[src/rtl/rv32i_udp_prg_ctrl_if.sv]
// rtl/rv32i_udp_prg_ctrl_if.sv - receive/transmit/imem signal bundle for the program loader
//
// Purpose: groups the frame receiver, ACK transmitter and instruction-memory
// write signals that the loader sequencer talks to.
//
// Signals:
//   data_cmd     receiver -> loader  command word of the current frame
//   data_o       receiver -> loader  payload word
//   data_o_valid receiver -> loader  1-cycle strobe, data_o valid
//   rx_finish    receiver -> loader  1-cycle strobe, frame end
//   tx_finish    transmit -> loader  1-cycle strobe, ACK frame sent
//   imem_we      loader -> imem      write enable pulse
//   imem_addr    loader -> imem      word address
//   imem_wdata   loader -> imem      write data
//   tx_start     loader -> transmit  1-cycle strobe, start ACK
//   tx_status    loader -> transmit  ACK payload
//   rx_release   loader -> receiver  1-cycle strobe to receiver tx_finish input
//
// Modports: master = loader sequencer, slave = surrounding receive/transmit/imem side.

interface rv32i_udp_prg_ctrl_if #(
   parameter int unsigned ADDR_W = 10
);
   logic [31:0]       data_cmd;
   logic [31:0]       data_o;
   logic              data_o_valid;
   logic              rx_finish;
   logic              tx_finish;
   logic              imem_we;
   logic [ADDR_W-1:0] imem_addr;
   logic [31:0]       imem_wdata;
   logic              tx_start;
   logic [31:0]       tx_status;
   logic              rx_release;

   modport master (
      input  data_cmd,
      input  data_o,
      input  data_o_valid,
      input  rx_finish,
      input  tx_finish,
      output imem_we,
      output imem_addr,
      output imem_wdata,
      output tx_start,
      output tx_status,
      output rx_release
   );

   modport slave (
      output data_cmd,
      output data_o,
      output data_o_valid,
      output rx_finish,
      output tx_finish,
      input  imem_we,
      input  imem_addr,
      input  imem_wdata,
      input  tx_start,
      input  tx_status,
      input  rx_release
   );
endinterface

[src/rtl/rv32i_udp_prg_ctrl.sv]
// rtl/rv32i_udp_prg_ctrl.sv - UDP program loader sequencer for the RV32I core
//
// Purpose: writes received PRG payload words into instruction memory while
// holding the core in reset, decodes the frame command (PRG/RUN/HALT), issues
// one ACK/NAK transmit per frame and then releases the receiver either when
// the transmitter reports completion or after TX_TIMEOUT cycles.
//
// Ports:
//   clk      in   single clock domain (rx nibble clock)
//   rst      in   synchronous, active-high reset
//   bus      if   master side of rv32i_udp_prg_ctrl_if (receiver, transmitter, imem)
//   cpu_rst  out  core reset hold, 1 = held
//   busy     out  sequencer not idle

module rv32i_udp_prg_ctrl #(
   parameter int unsigned ADDR_W     = 10,
   parameter logic [31:0] CMD_PRG    = 32'h50524F47,
   parameter logic [31:0] CMD_RUN    = 32'h52554E21,
   parameter logic [31:0] CMD_HALT   = 32'h48414C54,
   parameter logic [15:0] TX_TIMEOUT = 16'd50000
) (
   input  logic                  clk,
   input  logic                  rst,
   rv32i_udp_prg_ctrl_if.master  bus,
   output logic                  cpu_rst,
   output logic                  busy
);

   localparam logic [1:0] S_IDLE    = 2'd0;
   localparam logic [1:0] S_DECODE  = 2'd1;
   localparam logic [1:0] S_WAIT_TX = 2'd2;

   // word_cnt has one extra bit so that a completely filled memory is distinct from empty.
   localparam logic [ADDR_W:0] CNT_FULL = {1'b1, {ADDR_W{1'b0}}};
   localparam logic [ADDR_W:0] CNT_ONE  = {{ADDR_W{1'b0}}, 1'b1};

   logic [1:0]        state_q,      state_d;
   logic [ADDR_W:0]   word_cnt_q,   word_cnt_d;
   logic              ovf_q,        ovf_d;
   logic              to_flag_q,    to_flag_d;
   logic              cpu_rst_q,    cpu_rst_d;
   logic              imem_we_q,    imem_we_d;
   logic [ADDR_W-1:0] imem_addr_q,  imem_addr_d;
   logic [31:0]       imem_wdata_q, imem_wdata_d;
   logic              tx_start_q,   tx_start_d;
   logic [31:0]       tx_status_q,  tx_status_d;
   logic              rx_release_q, rx_release_d;
   logic [15:0]       to_cnt_q,     to_cnt_d;

   logic              full;
   logic              cmd_prg;
   logic              cmd_run;
   logic              cmd_halt;
   logic              cmd_known;
   logic [15:0]       cnt_ext;

   assign full      = (word_cnt_q == CNT_FULL);
   assign cmd_prg   = (bus.data_cmd == CMD_PRG);
   assign cmd_run   = (bus.data_cmd == CMD_RUN);
   assign cmd_halt  = (bus.data_cmd == CMD_HALT);
   assign cmd_known = cmd_prg | cmd_run | cmd_halt;

   // Zero-extended word count for the status word; ADDR_W <= 15 keeps it within 16 bits.
   always_comb begin
      cnt_ext             = '0;
      cnt_ext[ADDR_W:0]   = word_cnt_q;
   end

   always_comb begin
      state_d      = state_q;
      word_cnt_d   = word_cnt_q;
      ovf_d        = ovf_q;
      to_flag_d    = to_flag_q;
      cpu_rst_d    = cpu_rst_q;
      imem_we_d    = 1'b0;
      imem_addr_d  = imem_addr_q;
      imem_wdata_d = imem_wdata_q;
      tx_start_d   = 1'b0;
      tx_status_d  = tx_status_q;
      rx_release_d = 1'b0;
      to_cnt_d     = to_cnt_q;

      case (state_q)
         S_IDLE: begin
            // A word arriving together with rx_finish is still written and counted,
            // so DECODE reports it.
            if (bus.data_o_valid) begin
               if (!full) begin
                  imem_we_d    = 1'b1;
                  imem_addr_d  = word_cnt_q[ADDR_W-1:0];
                  imem_wdata_d = bus.data_o;
                  word_cnt_d   = word_cnt_q + CNT_ONE;
                  cpu_rst_d    = 1'b1;
               end else begin
                  ovf_d = 1'b1;
               end
            end
            if (bus.rx_finish) begin
               state_d = S_DECODE;
            end
         end

         S_DECODE: begin
            if (cmd_run) begin
               cpu_rst_d  = 1'b0;
               word_cnt_d = '0;
               ovf_d      = 1'b0;
            end else if (cmd_halt) begin
               cpu_rst_d  = 1'b1;
               word_cnt_d = '0;
               ovf_d      = 1'b0;
            end
            // Overflow and count are reported as they were before the clear;
            // cpu_rst is reported as it will be after the command.
            tx_status_d = {(cmd_known ? 8'hAC : 8'hEE), 4'h0, ovf_q, cpu_rst_d,
                           1'b0, to_flag_q, cnt_ext};
            tx_start_d  = 1'b1;
            to_cnt_d    = '0;
            state_d     = S_WAIT_TX;
         end

         S_WAIT_TX: begin
            // Every frame gets a release, either by the transmitter or by timeout,
            // so the receiver can never stall waiting for tx_finish.
            if (bus.tx_finish) begin
               rx_release_d = 1'b1;
               to_flag_d    = 1'b0;
               state_d      = S_IDLE;
            end else if (to_cnt_q == (TX_TIMEOUT - 16'd1)) begin
               rx_release_d = 1'b1;
               to_flag_d    = 1'b1;
               state_d      = S_IDLE;
            end else begin
               to_cnt_d = to_cnt_q + 16'd1;
            end
         end

         default: begin
            state_d = S_IDLE;
         end
      endcase
   end

   always_ff @(posedge clk) begin
      if (rst) begin
         state_q      <= S_IDLE;
         word_cnt_q   <= '0;
         ovf_q        <= 1'b0;
         to_flag_q    <= 1'b0;
         cpu_rst_q    <= 1'b1;
         imem_we_q    <= 1'b0;
         imem_addr_q  <= '0;
         imem_wdata_q <= '0;
         tx_start_q   <= 1'b0;
         tx_status_q  <= '0;
         rx_release_q <= 1'b0;
         to_cnt_q     <= '0;
      end else begin
         state_q      <= state_d;
         word_cnt_q   <= word_cnt_d;
         ovf_q        <= ovf_d;
         to_flag_q    <= to_flag_d;
         cpu_rst_q    <= cpu_rst_d;
         imem_we_q    <= imem_we_d;
         imem_addr_q  <= imem_addr_d;
         imem_wdata_q <= imem_wdata_d;
         tx_start_q   <= tx_start_d;
         tx_status_q  <= tx_status_d;
         rx_release_q <= rx_release_d;
         to_cnt_q     <= to_cnt_d;
      end
   end

   assign bus.imem_we    = imem_we_q;
   assign bus.imem_addr  = imem_addr_q;
   assign bus.imem_wdata = imem_wdata_q;
   assign bus.tx_start   = tx_start_q;
   assign bus.tx_status  = tx_status_q;
   assign bus.rx_release = rx_release_q;
   assign cpu_rst        = cpu_rst_q;
   assign busy           = (state_q != S_IDLE);

endmodule
[src/flat_wrapper.sv]
// flat-port wrapper written by rule: the top's interface ports become plain ports
module rv32i_udp_prg_ctrl_flat 
#(
   parameter int unsigned ADDR_W     = 10,
   parameter logic [31:0] CMD_PRG    = 32'h50524F47,
   parameter logic [31:0] CMD_RUN    = 32'h52554E21,
   parameter logic [31:0] CMD_HALT   = 32'h48414C54,
   parameter logic [15:0] TX_TIMEOUT = 16'd50000
)
  (clk, rst, cpu_rst, busy, bus_data_cmd, bus_data_o, bus_data_o_valid, bus_rx_finish, bus_tx_finish, bus_imem_we, bus_imem_addr, bus_imem_wdata, bus_tx_start, bus_tx_status, bus_rx_release);
  rv32i_udp_prg_ctrl_if #(.ADDR_W(ADDR_W)) bus_i ();
  input  logic clk;
  input  logic rst;
  output logic cpu_rst;
  output logic busy;
  input wire logic [$bits(bus_i.data_cmd)-1:0] bus_data_cmd;
  input wire logic [$bits(bus_i.data_o)-1:0] bus_data_o;
  input wire logic [$bits(bus_i.data_o_valid)-1:0] bus_data_o_valid;
  input wire logic [$bits(bus_i.rx_finish)-1:0] bus_rx_finish;
  input wire logic [$bits(bus_i.tx_finish)-1:0] bus_tx_finish;
  output wire logic [$bits(bus_i.imem_we)-1:0] bus_imem_we;
  output wire logic [$bits(bus_i.imem_addr)-1:0] bus_imem_addr;
  output wire logic [$bits(bus_i.imem_wdata)-1:0] bus_imem_wdata;
  output wire logic [$bits(bus_i.tx_start)-1:0] bus_tx_start;
  output wire logic [$bits(bus_i.tx_status)-1:0] bus_tx_status;
  output wire logic [$bits(bus_i.rx_release)-1:0] bus_rx_release;
  assign bus_i.data_cmd = bus_data_cmd;
  assign bus_i.data_o = bus_data_o;
  assign bus_i.data_o_valid = bus_data_o_valid;
  assign bus_i.rx_finish = bus_rx_finish;
  assign bus_i.tx_finish = bus_tx_finish;
  assign bus_imem_we = bus_i.imem_we;
  assign bus_imem_addr = bus_i.imem_addr;
  assign bus_imem_wdata = bus_i.imem_wdata;
  assign bus_tx_start = bus_i.tx_start;
  assign bus_tx_status = bus_i.tx_status;
  assign bus_rx_release = bus_i.rx_release;
  rv32i_udp_prg_ctrl #(.ADDR_W(ADDR_W), .CMD_PRG(CMD_PRG), .CMD_RUN(CMD_RUN), .CMD_HALT(CMD_HALT), .TX_TIMEOUT(TX_TIMEOUT)) u_core (.clk(clk), .rst(rst), .bus(bus_i), .cpu_rst(cpu_rst), .busy(busy));
endmodule
[config.mk]
export PLATFORM = sky130hd
export DESIGN_NAME = rv32i_udp_prg_ctrl_flat
export DESIGN_NICKNAME = d
export VERILOG_FILES = /design/src/rtl/rv32i_udp_prg_ctrl_if.sv /design/src/rtl/rv32i_udp_prg_ctrl.sv /design/src/flat_wrapper.sv
export SDC_FILE = /design/constraint.sdc
export NUM_CORES = 1
export LEC_CHECK = 0
export BUFFER_PORTS_ARGS = -buffer_cell sky130_fd_sc_hd__buf_4
export CAP_MARGIN = 10
export CORE_MARGIN = 5
export CORE_UTILIZATION = 35
export CTS_CLUSTER_SIZE = 8
export DETAILED_ROUTE_END_ITERATION = 7
export PLACE_DENSITY = 0.64
export SYNTH_ARGS = -nofsm -noshare
export SYNTH_HDL_FRONTEND = slang
export SYNTH_SLANG_ARGS = --single-unit
export TNS_END_PERCENT = 5
[constraint.sdc]
create_clock -name clk -period 2.39 [get_ports clk]
set_input_delay 0.478 -clock clk [delete_from_list [all_inputs] [get_ports clk]]
set_output_delay 0.478 -clock clk [all_outputs]
set_load 0.02 [all_outputs]
==> impl_metrics.json <==
{
  "status": "completed",
  "rr_endpoint": "u_core.to_cnt_q[3]",
  "nets": 701,
  "dr.pass1.iters": 4,
  "syn_area_um2": 4040,
  "rsz0062_at_grt": "no",
  "max_stage_delay_ns": 0.57,
  "gp_congestion": 0.834,
  "synth_top_flop_cell": "dfxtp_1",
  "slew_viol_final": 0,
  "antenna_found_initial": 0,
  "grt_max_degree": 49,
  "seq_area_frac_synth": 0.461,
  "die-height_um": 117,
  "cts_made_buffers": 9,
  "cts.sink_count": 93,
  "drt_iter0_drc": 278,
  "grt_pass1_wl_um": 18200,
  "drt-wirelength-per-cell_um": 14.3,
  "utilization": 0.485,
  "r2r_slack_ns": 0.26,
  "n_antenna_cell": 0,
  "max_slew_margin": 0.616,
  "critPathSlowestCell": "or4b_1",
  "synth_edf_count": 0,
  "ys_warn_count": 0,
  "power.share.clock": 0.428,
  "synth_area_leaders": "dfxtp_1, nand2_1, a21oi_1, buf_4, clkbuf_1",
  "power.leakage_nw": 2.24,
  "ir_drop_mv": 0.403,
  "hold_path.startpoint": "bus_tx_finish",
  "ff2ff_path_depth": 6,
  "drc_errors": 0,
  "finClkSkew_ns": 0.00623,
  "p_switching_w": 0.000934,
  "cts_tree": "done",
  "antenna_left": 0,
  "clockRootBuffer": "clkbuf_16",
  "cp.arrival_ns": 2.36,
  "post-dp-hpwl_um": 8110,
  "clk_latency_ns": 0.34,
  "yosysMostFrequentCell": "nand2_1",
  "period_share": 0.891,
  "io_buffer_count": 135,
  "dieArea_um2": 13800,
  "post-cts-setup-buffers": 0,
  "worst_setup_path_end_kind": "flop",
  "p_comb_frac": 0.128,
  "fin_crit_ns": 2.13,
  "tightest_slew_ns": 0.575,
  "path_class": "reg2reg",
  "die_w_um": 117,
  "hp-class": "in2reg",
  "maxCapViolCount": 0,
  "timing_hold_violations_final": 0,
  "cp_max_fo": 7,
  "p_int_w": 0.00273,
  "path_clk_slew_ns": 0.07,
  "seqPwrFrac": 0.444,
  "grtUsageTotal": 0.156,
  "fmax_mhz": 470,
  "switching_share": 0.255,
  "core_um2": 11400,
  "overflow": 0,
  "crit_chain": "or4b_1 -> nor4_1 -> a2bb2oi_1 -> buf_4 -> xor2_1 -> nor2_1",
  "synth.top_cell.area_share": 0.461,
  "tns_ns": 0,
  "cts_max_level": 3,
  "wirelength_um": 11100,
  "via_per_inst": 5.07,
  "drive_gt1_frac": 0.284,
  "start_kind": "flop",
  "powerDensity_nw_per_um2": 666,
  "ctsHoldBuffers": 0,
  "synth_area_leader_cell": "dfxtp_1",
  "holdPathStages": 2,
  "vias": 3937,
  "start_util": 0.355,
  "rows": 39,
  "synth_seq_cells": 93,
  "regToRegStartpoint": "u_core.to_cnt_q[7]",
  "area_growth_pct": 36.5,
  "cts_resized": 0,
  "setup_viol": 0,
  "clockBufferDepth": 2,
  "ys_top_cells_by_count": "nand2_1, dfxtp_1, a21oi_1, clkbuf_1, nor2_1",
  "syn_avg_cell_area_um2": 8.01,
  "ys_async_sr_fraction": 0,
  "cp.required_ns": 2.62,
  "top_level_ports": 148,
  "netlist-cell-type-count": 52,
  "synth_cells": 504,
  "grt_pass1_vias": 3768,
  "whs_endpoint": "u_core.to_flag_q"
}
-- worst max-delay path: cells and delay by family, from the launching register on --
kind | cells | cell delay, ns
compound gates | 1 | 0.27
xor+xnor | 1 | 0.15
buf+inv | 1 | 0.19
flops | 1 | 0.36
simple gates | 3 | 1.05
-- metal layers --
layer | track usage | wire length [um]
met2 | 0.264 | 5460
met4 | 0.0486 | 199
met1 | 0.194 | 4810
met5 | 0 | 0
met3 | 0.0399 | 628
-- metrics by stage --
stage	area (um^2)	power (W)	hold slack, ns	setup WS [ns]	std cells
2_1_floorplan	4080	0.00192	0.432	0.304	515
3_3_place_gp	5180	0.00213	0.442	0.130	761
3_5_place_dp	5180	0.00214	0.447	0.0624	761
4_1_cts	5510	0.00372	0.349	0.221	777
5_1_grt	5510	0.00382	0.353	0.0969	777
6_report	5510	0.00367	0.354	0.261	777
-- cell usage in the layout (no fill, tap or decap), types with 4 or more instances in the layout --
cell       instances
a21oi_1           72
a21oi_2            5
and2_1             7
and3_1             9
buf_4            148
clkbuf_16          9
conb_1            12
dfxtp_1           93
inv_1              6
inv_6              4
nand2_1          125
nand3_1            7
nand4_1           12
nor2_1            22
nor2b_1            5
nor3_1             4
nor4_1             4
nor4b_1            4
o211ai_1           8
o21ai_1            9
or3_1             10
or4_1              4
-- kinds of logic after synthesis --
| family | share of synthesized area |
|---|---|
| and+or+nand+nor | 0.285 |
| AOI/OAI and AO/OA | 0.166 |
| DFF | 0.461 |
| buffers and inverters | 0.0676 |
| adders and majority gates | 0.00930 |
| xor gates and xnor gates | 0.00434 |
| muxes | 0.00496 |
| other | 0.000929 |
-- sequential cells by signal, indices dropped and copies added (netlist names), 2 cells and up --
signal and cells:
u_core.bus.imem_wdata 32, u_core.bus.tx_status 16, u_core.to_cnt_q 16, u_core.word_cnt_q 11, u_core.bus.imem_addr 10, u_core.state_q 2
-- power by group through the flow --
stage / Sequential [W] / Clock (W) / Combinational, W
after floorplan: 0.00171 / 0 / 0.000212
after global routing: 0.00164 / 0.00168 / 0.000510
after detailed placement: 0.00166 / 0 / 0.000474
after global placement: 0.00166 / 0 / 0.000466
final: 0.00163 / 0.00157 / 0.000469
after CTS: 0.00163 / 0.00161 / 0.000475
-- worst max path at each step --
stage | start | endpoint | slack (ns) | cells past startpoint
after floorplan | bus_data_cmd[0] | u_core.word_cnt_q[5] | 0.30 | 6
after global placement | bus_data_cmd[0] | u_core.word_cnt_q[5] | 0.13 | 6
after detailed placement | bus_data_cmd[0] | u_core.word_cnt_q[5] | 0.06 | 6
after CTS | u_core.to_cnt_q[7] | u_core.to_cnt_q[3] | 0.22 | 6
after global routing | u_core.to_cnt_q[7] | u_core.to_cnt_q[3] | 0.1 | 6
final | u_core.to_cnt_q[7] | u_core.to_cnt_q[3] | 0.26 | 6
-- layout make-up --
| class | count | area, um^2 |
|---|---|---|
| fill | 1121 | 5860 |
| multi-input combinational | 369 | 1970 |
| sequential | 93 | 1860 |
| timing repair buffer | 150 | 1150 |
| clock buffer | 9 | 225 |
| tap | 143 | 179 |
| clock inverter | 7 | 104 |
| inverter | 6 | 22.5 |
Power figures use the tool's default switching activity.
